==> config.mk <==
export PLATFORM = sky130hd
export DESIGN_NAME = instr_sequencer_flat
export DESIGN_NICKNAME = d
export VERILOG_FILES = /design/src/rtl/instr_sequencer_if.sv /design/src/rtl/instr_sequencer.sv /design/src/flat_wrapper.sv
export SDC_FILE = /design/constraint.sdc
export NUM_CORES = 1
export LEC_CHECK = 0
export ABC_AREA = 1
export BUFFER_PORTS_ARGS = -buffer_cell sky130_fd_sc_hd__buf_2
export CORE_UTILIZATION = 40
export CTS_BUF_LIST = sky130_fd_sc_hd__clkbuf_8
export DETAILED_ROUTE_END_ITERATION = 16
export PLACE_DENSITY = 0.66
export SLEW_MARGIN = 20
export SYNTH_ARGS = -nofsm -noshare
export SYNTH_HDL_FRONTEND = slang
export SYNTH_SLANG_ARGS = --single-unit
==> constraint.sdc <==
create_clock -name clk -period 6 [get_ports clk]
set_input_delay 0.9 -clock clk [delete_from_list [all_inputs] [get_ports clk]]
set_output_delay 0.9 -clock clk [all_outputs]
set_load 0.05 [all_outputs]
==> src/rtl/instr_sequencer_if.sv <==
// Decoder/fetch-side bundle of the instruction sequencer: control requests in, phase/pc out.
interface instr_sequencer_if #(
    parameter int unsigned PC_W = 11
);
    logic            run;
    logic            ctl_goto;
    logic            ctl_call;
    logic            ctl_return;
    logic            ctl_skip;
    logic [PC_W-1:0] target;
    logic [3:0]      phase;
    logic [PC_W-1:0] pc;
    logic            fetch_en;
    logic            exec_valid;
    logic            stk_overflow;
    logic            stk_underflow;

    // Decoder / test side: drives control, observes sequencing state.
    modport master (
        output run, ctl_goto, ctl_call, ctl_return, ctl_skip, target,
        input  phase, pc, fetch_en, exec_valid, stk_overflow, stk_underflow
    );

    // Sequencer side.
    modport slave (
        input  run, ctl_goto, ctl_call, ctl_return, ctl_skip, target,
        output phase, pc, fetch_en, exec_valid, stk_overflow, stk_underflow
    );
endinterface

==> src/rtl/instr_sequencer.sv <==
// Instruction-cycle controller: Q1..Q4 phase generator, program counter, circular
// call/return stack and fetch/execute overlap with flush on taken control flow.
module instr_sequencer #(
    parameter int unsigned      PC_W         = 11,
    parameter int unsigned      STACK_DEPTH  = 8,
    parameter logic [PC_W-1:0]  RESET_VECTOR = '0
) (
    input  logic               clk,
    input  logic               reset,
    instr_sequencer_if.slave   bus
);
    localparam int unsigned    SP_W = (STACK_DEPTH > 1) ? $clog2(STACK_DEPTH) : 1;
    localparam logic [SP_W:0]  CNT_FULL = (SP_W + 1)'(STACK_DEPTH);

    typedef enum logic [3:0] {
        StQ1 = 4'b0001,
        StQ2 = 4'b0010,
        StQ3 = 4'b0100,
        StQ4 = 4'b1000
    } phase_e;

    phase_e            phase_q, phase_d;
    logic [PC_W-1:0]   pc_q, pc_d;
    logic              exec_valid_q, exec_valid_d;
    logic [SP_W-1:0]   sp_q, sp_d;
    logic [SP_W:0]     cnt_q, cnt_d;
    logic              ovf_q, ovf_d;
    logic              unf_q, unf_d;
    logic              push;
    logic [PC_W-1:0]   stack_q [STACK_DEPTH];
    logic [SP_W-1:0]   sp_prev;
    logic              cycle_end;
    logic              ctl_ok;

    // Phase register; reset lands in Q1 immediately.
    always_ff @(posedge clk or negedge reset) begin
        if (!reset) begin
            phase_q <= StQ1;
        end else begin
            phase_q <= phase_d;
        end
    end

    // Phase sequencing; run is only honoured at the Q1 boundary so a cycle always completes.
    always_comb begin
        phase_d = phase_q;
        unique case (phase_q)
            StQ1:    phase_d = bus.run ? StQ2 : StQ1;
            StQ2:    phase_d = StQ3;
            StQ3:    phase_d = StQ4;
            StQ4:    phase_d = StQ1;
            default: phase_d = StQ1;
        endcase
    end

    assign cycle_end = (phase_q == StQ4);
    // A flushed (prefetch-only) cycle carries no real instruction, so its controls are ignored.
    assign ctl_ok    = cycle_end && exec_valid_q;
    assign sp_prev   = sp_q - SP_W'(1);

    // Next pc / stack / flags, committed only on the Q4->Q1 edge.
    always_comb begin
        pc_d         = pc_q;
        exec_valid_d = exec_valid_q;
        sp_d         = sp_q;
        cnt_d        = cnt_q;
        ovf_d        = ovf_q;
        unf_d        = unf_q;
        push         = 1'b0;
        if (cycle_end) begin
            if (ctl_ok && bus.ctl_return) begin
                if (cnt_q == '0) begin
                    pc_d  = RESET_VECTOR;
                    unf_d = 1'b1;
                end else begin
                    pc_d  = stack_q[sp_prev];
                    sp_d  = sp_prev;
                    cnt_d = cnt_q - 1'b1;
                end
                exec_valid_d = 1'b0;
            end else if (ctl_ok && bus.ctl_call) begin
                // pc already holds the return address (the word after the call).
                push = 1'b1;
                sp_d = sp_q + SP_W'(1);
                if (cnt_q == CNT_FULL) begin
                    ovf_d = 1'b1;
                end else begin
                    cnt_d = cnt_q + 1'b1;
                end
                pc_d         = bus.target;
                exec_valid_d = 1'b0;
            end else if (ctl_ok && bus.ctl_goto) begin
                pc_d         = bus.target;
                exec_valid_d = 1'b0;
            end else if (ctl_ok && bus.ctl_skip) begin
                pc_d         = pc_q + PC_W'(1);
                exec_valid_d = 1'b0;
            end else begin
                pc_d         = pc_q + PC_W'(1);
                exec_valid_d = 1'b1;
            end
        end
    end

    // Sequencing state registers.
    always_ff @(posedge clk or negedge reset) begin
        if (!reset) begin
            pc_q         <= RESET_VECTOR;
            exec_valid_q <= 1'b0;
            sp_q         <= '0;
            cnt_q        <= '0;
            ovf_q        <= 1'b0;
            unf_q        <= 1'b0;
        end else begin
            pc_q         <= pc_d;
            exec_valid_q <= exec_valid_d;
            sp_q         <= sp_d;
            cnt_q        <= cnt_d;
            ovf_q        <= ovf_d;
            unf_q        <= unf_d;
        end
    end

    // Stack storage; contents are only meaningful below the live count, so no reset.
    always_ff @(posedge clk) begin
        if (push) begin
            stack_q[sp_q] <= pc_q;
        end
    end

    assign bus.phase         = phase_q;
    assign bus.pc            = pc_q;
    assign bus.fetch_en      = phase_q[3];
    assign bus.exec_valid    = exec_valid_q;
    assign bus.stk_overflow  = ovf_q;
    assign bus.stk_underflow = unf_q;
endmodule
==> src/flat_wrapper.sv <==
// flat-port wrapper written by rule: the top's interface ports become plain ports
module instr_sequencer_flat 
#(
    parameter int unsigned      PC_W         = 11,
    parameter int unsigned      STACK_DEPTH  = 8,
    parameter logic [PC_W-1:0]  RESET_VECTOR = '0
)
  (clk, reset, bus_run, bus_ctl_goto, bus_ctl_call, bus_ctl_return, bus_ctl_skip, bus_target, bus_phase, bus_pc, bus_fetch_en, bus_exec_valid, bus_stk_overflow, bus_stk_underflow);
  instr_sequencer_if #(.PC_W(PC_W)) bus_i ();
  input  logic clk;
  input  logic reset;
  input wire logic [$bits(bus_i.run)-1:0] bus_run;
  input wire logic [$bits(bus_i.ctl_goto)-1:0] bus_ctl_goto;
  input wire logic [$bits(bus_i.ctl_call)-1:0] bus_ctl_call;
  input wire logic [$bits(bus_i.ctl_return)-1:0] bus_ctl_return;
  input wire logic [$bits(bus_i.ctl_skip)-1:0] bus_ctl_skip;
  input wire logic [$bits(bus_i.target)-1:0] bus_target;
  output wire logic [$bits(bus_i.phase)-1:0] bus_phase;
  output wire logic [$bits(bus_i.pc)-1:0] bus_pc;
  output wire logic [$bits(bus_i.fetch_en)-1:0] bus_fetch_en;
  output wire logic [$bits(bus_i.exec_valid)-1:0] bus_exec_valid;
  output wire logic [$bits(bus_i.stk_overflow)-1:0] bus_stk_overflow;
  output wire logic [$bits(bus_i.stk_underflow)-1:0] bus_stk_underflow;
  assign bus_i.run = bus_run;
  assign bus_i.ctl_goto = bus_ctl_goto;
  assign bus_i.ctl_call = bus_ctl_call;
  assign bus_i.ctl_return = bus_ctl_return;
  assign bus_i.ctl_skip = bus_ctl_skip;
  assign bus_i.target = bus_target;
  assign bus_phase = bus_i.phase;
  assign bus_pc = bus_i.pc;
  assign bus_fetch_en = bus_i.fetch_en;
  assign bus_exec_valid = bus_i.exec_valid;
  assign bus_stk_overflow = bus_i.stk_overflow;
  assign bus_stk_underflow = bus_i.stk_underflow;
  instr_sequencer #(.PC_W(PC_W), .STACK_DEPTH(STACK_DEPTH), .RESET_VECTOR(RESET_VECTOR)) u_core (.clk(clk), .reset(reset), .bus(bus_i));
endmodule
After elaboration in Yosys (flattened, before gate mapping)

Memories as Yosys holds them, arrays and structs flattened.
Cells that the tools add are included.

Register bits: 25
Memory bits (writable): 88
Input port bits: 18
Output and inout bits: 19
Word-level logic and storage cells: 54
Memories kept: 1

Memories:

| name           | words | width | rd ports | clocked after Yosys merged registers in | wr ports | line                  | RTL |
|---|---|---|---|---|---|---|---|
| u_core.stack_q | 8     | 11    | 1        | 0                                       | 1        | instr_sequencer.sv:30 | `logic [PC_W-1:0] stack_q [STACK_DEPTH];` |

Add/sub/neg operators: 5
Equal/unequal tests: 7
Muxes and demuxes: 22
Bitwise gates (word level): 1
Reductions and logical operators: 11

Operators by type and width:

| operator                                          | count |
|---|---|
| 2-to-1 mux 11 bit                                 | 4 |
| 2-to-1 mux 4 bit                                  | 4 |
| one-hot mux 4 bit (3 select lines)                | 1 |
| adder 11 x 1 -> 11 bit (second input constant)    | 1 |
| 2-to-1 mux 1 bit                                  | 9 |
| 2-to-1 mux 3 bit                                  | 3 |
| == test 4 bit (second input constant)             | 2 |
| AND reduction 4 bit                               | 2 |
| AND reduction 3 bit                               | 2 |
| logical AND 1 bit                                 | 5 |
| adder 4 x 1 -> 4 bit (second input constant)      | 1 |
| == test 4 x 1 -> 1 bit (second input constant)    | 1 |
| == test 4 x 2 -> 1 bit (second input constant)    | 1 |
| == test 4 x 3 -> 1 bit (second input constant)    | 1 |
| zero test 4 bit                                   | 1 |
| subtractor 4 x 1 -> 4 bit (second input constant) | 1 |
| adder 3 x 1 -> 3 bit (second input constant)      | 1 |
| subtractor 3 x 1 -> 3 bit (second input constant) | 1 |
| 2-to-1 mux 2 bit                                  | 1 |
| != test 2 x 1 -> 1 bit (second input constant)    | 1 |
| != test 2 bit (second input constant)             | 1 |
| nonzero test 2 bit                                | 1 |
| NOT 1 bit                                         | 1 |

Depth between registers and ports, before layout

Word-level depth: 8
Gate-level depth with buffers: 11
Mapped depth without buffers: 10

Worst setup path before layout

OpenSTA, ideal clock, no wires.

Kind: register to register
Start: reg u_core.phase_q[3] (netlist: u_core.bus.phase[3])
End: mem u_core.stack_q[4][0] (enable)
Setup time: 0.393 ns
Arrival: 2.220 ns
Required time: 5.607 ns
Slack: 3.387 ns
Stages on the path, launching flop included: 7
Buffers on the path: 0
Period minus slack after synthesis: 2.613 ns
Cell sequence: dfrtp_1 nand2_2 nor2_8 nand3_1 inv_1 nand3_1 nor3_1

Longest elaborated chain between the ends: 8
Elaborated cells on any way between the ends: 9
Those cells by class: eq/ne (1); mux (5); reduce/logical (3)

Ends and longest elaborated chain:

| what                                       | line                   | RTL |
|---|---|---|
| start: declaration                         | instr_sequencer.sv:22  | `phase_e phase_q, phase_d;` |
| start signal: assignment                   | instr_sequencer.sv:38  | `phase_q <= StQ1;` |
| start signal: assignment                   | instr_sequencer.sv:40  | `phase_q <= phase_d;` |
| == test 4 bit (*)                          | instr_sequencer.sv:56  | `assign cycle_end = (phase_q == StQ4);` |
| logical AND 1 bit                          | instr_sequencer.sv:58  | `assign ctl_ok = cycle_end && exec_valid_q;` |
| logical AND 1 bit                          | instr_sequencer.sv:81  | `end else if (ctl_ok && bus.ctl_call) begin` |
| 2-to-1 mux 1 bit                           | instr_sequencer.sv:81  |  |
| 2-to-1 mux 1 bit                           | instr_sequencer.sv:71  | `if (ctl_ok && bus.ctl_return) begin` |
| 2-to-1 mux 1 bit (*)                       | instr_sequencer.sv:70  | `if (cycle_end) begin` |
| 2-to-1 mux 1 bit (*)                       | instr_sequencer.sv:126 | `if (push) begin` |
| 2-to-1 mux 1 bit (not written as such) (*) | instr_sequencer.sv:127 | `stack_q[sp_q] <= pc_q;` |
| end: declaration                           | instr_sequencer.sv:30  |  |

Every way passes the cells marked *; elsewhere a longest branch is shown, timed or not.

Worst setup path after layout

Start: reg u_core.sp_q[0]
End: reg u_core.pc_q[10] (netlist: u_core.bus.pc[10])

Longest elaborated chain between the ends: 4

Ends and longest elaborated chain:

| what                      | line                   | RTL |
|---|---|---|
| start: declaration        | instr_sequencer.sv:25  | `logic [SP_W-1:0] sp_q, sp_d;` |
| start signal: assignment  | instr_sequencer.sv:117 | `sp_q <= sp_d;` |
| subtractor 3 x 1 -> 3 bit | instr_sequencer.sv:59  | `assign sp_prev = sp_q - SP_W'(1);` |
| memory (8 x 11 bit)       | --                     |  |
| 2-to-1 mux 11 bit         | instr_sequencer.sv:72  | `if (cnt_q == '0) begin` |
| 2-to-1 mux 11 bit         | instr_sequencer.sv:71  |  |
| end signal: assignment    | instr_sequencer.sv:115 | `pc_q <= pc_d;` |
| end: declaration          | instr_sequencer.sv:23  | `logic [PC_W-1:0] pc_q, pc_d;` |

Every way passes these cells.
A chain may end at the register's enable or synchronous reset.

==> flow_summary.json <==
{
  "outcome": "finished clean",
  "slew_viol_final": 0,
  "async_reset_ff_share_pct": 22.1,
  "syn_nets": 530,
  "grt_max_degree": 49,
  "cpPeakStageDelay_ps": 790,
  "die-area_sq_um": 13400,
  "track_usage_pct": 19.6,
  "crit_path_start_kind": "flip-flop",
  "fmax_mhz": 342,
  "synth-edff-count": 88,
  "synth.distinct_cells": 36,
  "worst_pin_slew_ps": 1000,
  "layout-drive-gt1-share_pct": 16.7,
  "setup_viol_count_final": 0,
  "drtIter0Drc": 330,
  "hold_viol": 0,
  "synth_top_area_cell": "edfxtp_1",
  "cts.sinks": 113,
  "placed_cell_area_sq_um": 5520,
  "fp-row-count": 41,
  "hpwlAfterDp_um": 7790,
  "detail-route-antenna-nets": 0,
  "cts_made_buffers": 17,
  "fin_nets": 571,
  "p_total_mw": 2.94,
  "cts_htree_levels": 4,
  "area_growth_pct": 14.9,
  "p_per_area_nw_per_um2": 496,
  "post-route-drc-count": 0,
  "die_w_um": 116,
  "yosys.area.top_type_share_pct": 51.2,
  "syn_avg_cell_area_sq_um": 10.2,
  "crit_type": "flip-flop to flip-flop",
  "endpoint_kind": "flip-flop",
  "hp-class": "input port to async pin",
  "yosys-top-cells-area": "edfxtp_1, dfrtp_1, nand2_1",
  "finalCriticalPeriod_ps": 2930,
  "coreArea_sq_um": 12600,
  "final_cell_area_sq_um": 5930,
  "setup_tns_ps": 0,
  "vias": 3878,
  "clk_latency_ps": 440,
  "synth_seq_cells": 113,
  "synth-main-ff-cell": "edfxtp_1",
  "crit_fanout": 48,
  "cts_resized": 0,
  "slew_headroom_pct": 32.9,
  "crit_path_top_delay_cell": "ha_2",
  "first_pass_iters": 5,
  "clkSlewWorstSetupHoldPaths_ps": 80,
  "ir_drop_v": 0.000301,
  "syn-cell-area_sq_um": 5160,
  "leakagePower_nw": 2.36,
  "post_cts.repair.setup_buffers": 0,
  "final_cell_mix": "edfxtp_1, nand2_1, nor2_1, nand3_1, o21ai_0",
  "grt_pass1_wl_um": 19400,
  "die_h_um": 116,
  "wl_um": 12000,
  "grt_pass1_vias": 3770,
  "wl_per_cell_um": 16.3,
  "postSynthCellCount": 508,
  "antenna_found_initial": 0,
  "crit_chain": "buf_4, clkinv_1, ha_2, clkinv_1, nor2_1, o21ai_0, nand3_1, nand3_1, nand2_1, nand2_1, nand2_1",
  "start_util_pct": 40.9,
  "mostFrequentLayoutCell": "edfxtp_1",
  "port_buffers": 36,
  "maxCapViolations": 0,
  "grt_overflow": 0,
  "worst_clock_skew_ps": 9.79,
  "boundaryPins": 37,
  "ys_seq_area_share_pct": 63.3,
  "gp_congestion": 0.825,
  "min_period_over_period_pct": 48.8,
  "ctsHoldBuffers": 0,
  "crit_required_ps": 6380,
  "root_buffer": "clkbuf_8",
  "n_antenna_cell": 0,
  "grt_setup_unrepaired": "false",
  "cts_tree": "built",
  "arrival_ps": 3310,
  "cts_buffer_depth": 2,
  "viasPerCell": 5.28,
  "crit_top_cell": "nand2_1",
  "yosys_warnings": 0
}
cell type report:
class                   instances  area [sq um]
clock inverters                15           174
fillers                      1188          6690
flip-flops and latches        113          3270
multi-input cells             335          1660
clock buffers                  17           234
inverters                      38           143
repair buffers                 44           240
well taps                     172           215
per-stage QoR:
| step | cells | setup slack, ps | util [%] | hold slack, ps |
|---|---|---|---|---|
| 4_1_cts | 734 | 2600 | 47.0 | 478 |
| 3_5_place_dp | 702 | 2650 | 43.8 | 461 |
| 3_3_place_gp | 702 | 2850 | 43.8 | 452 |
| 2_1_floorplan | 508 | 3390 | - | 470 |
| 6_report | 734 | 3070 | 47.0 | 466 |
| 5_1_grt | 734 | 2770 | 47.0 | 501 |
cells in the mapped netlist, types with 2 or more instances:
cell      count
edfxtp_1     88
nand2_1      86
nor2_1       84
nand3_1      50
o21ai_0      49
inv_1        35
dfrtp_1      24
o211ai_1     19
nor3_1       11
clkbuf_1     10
buf_2         7
nand4_1       6
ha_1          4
nand2_2       3
xnor2_1       3
buf_1         2
buf_6         2
clkinv_1      2
nor2_2        2
o21bai_1      2
o22ai_1       2
or2_2         2
xor2_1        2
logic make-up after synthesis:
group | Yosys count | share of synthesized area [%]
AO/OA/AOI/OAI | 74 | 8.46
adder cells (fa/ha/maj) | 4 | 0.969
AND/OR/NAND/NOR | 252 | 21.5
buffers and inverters | 60 | 4.89
flip-flops | 113 | 63.3
XOR/XNOR | 5 | 0.848
report_power, final:
group | internal (mW) | total [mW] | switching [mW]
Clock | 0.382 | 0.736 | 0.354
Sequential | 0.985 | 1.17 | 0.183
Combinational | 0.307 | 1.04 | 0.730
registers in the layout, summed over array words and instances (netlist names):
name and flops:
u_core.bus.phase 4, u_core.cnt_q 4, u_core.stack_q 88, u_core.sp_q 3, u_core.bus.stk_underflow 1, u_core.bus.pc 11
u_core.bus.exec_valid 1, u_core.bus.stk_overflow 1
worst paths after layout:
path / from / endpoint / cells after the start / slack, ps
worst max-delay path: u_core.sp_q[0] / u_core.bus.pc[10] / 11 / 3070
worst min-delay path: reset / u_core.bus.stk_underflow / 1 / 470
worst max register to register: u_core.sp_q[0] / u_core.bus.pc[10] / 11 / 3070
worst min register to register: u_core.bus.stk_underflow / u_core.bus.stk_underflow / 2 / 480
max in group asynchronous: reset / u_core.bus.pc[6] / 1 / 5120
min in group clk: u_core.bus.stk_underflow / u_core.bus.stk_underflow / 2 / 480
worst max-delay path, delay by kind of cell (launching register included):
kind / cells / cell delay, ps
AO/OA/AOI/OAI: 1 / 110
buffers and inverters: 3 / 1040
adder cells (fa/ha/maj): 1 / 790
AND/OR/NAND/NOR: 6 / 570
flip-flops: 1 / 330
metal layers:
| metal | track usage, % | vias up | share of wire (%) | routed length, um |
|---|---|---|---|---|
| met4 | 7.18 | 0 | 1.3 | 155 |
| met2 | 31.1 | 174 | 47 | 5590 |
| li1 | - | 1832 | - | - |
| met1 | 26.5 | 1855 | 44 | 5290 |
| met3 | 4.29 | 17 | 7.8 | 927 |
| met5 | 0 | - | 0 | 0 |
(Power assumes the default switching activity.)
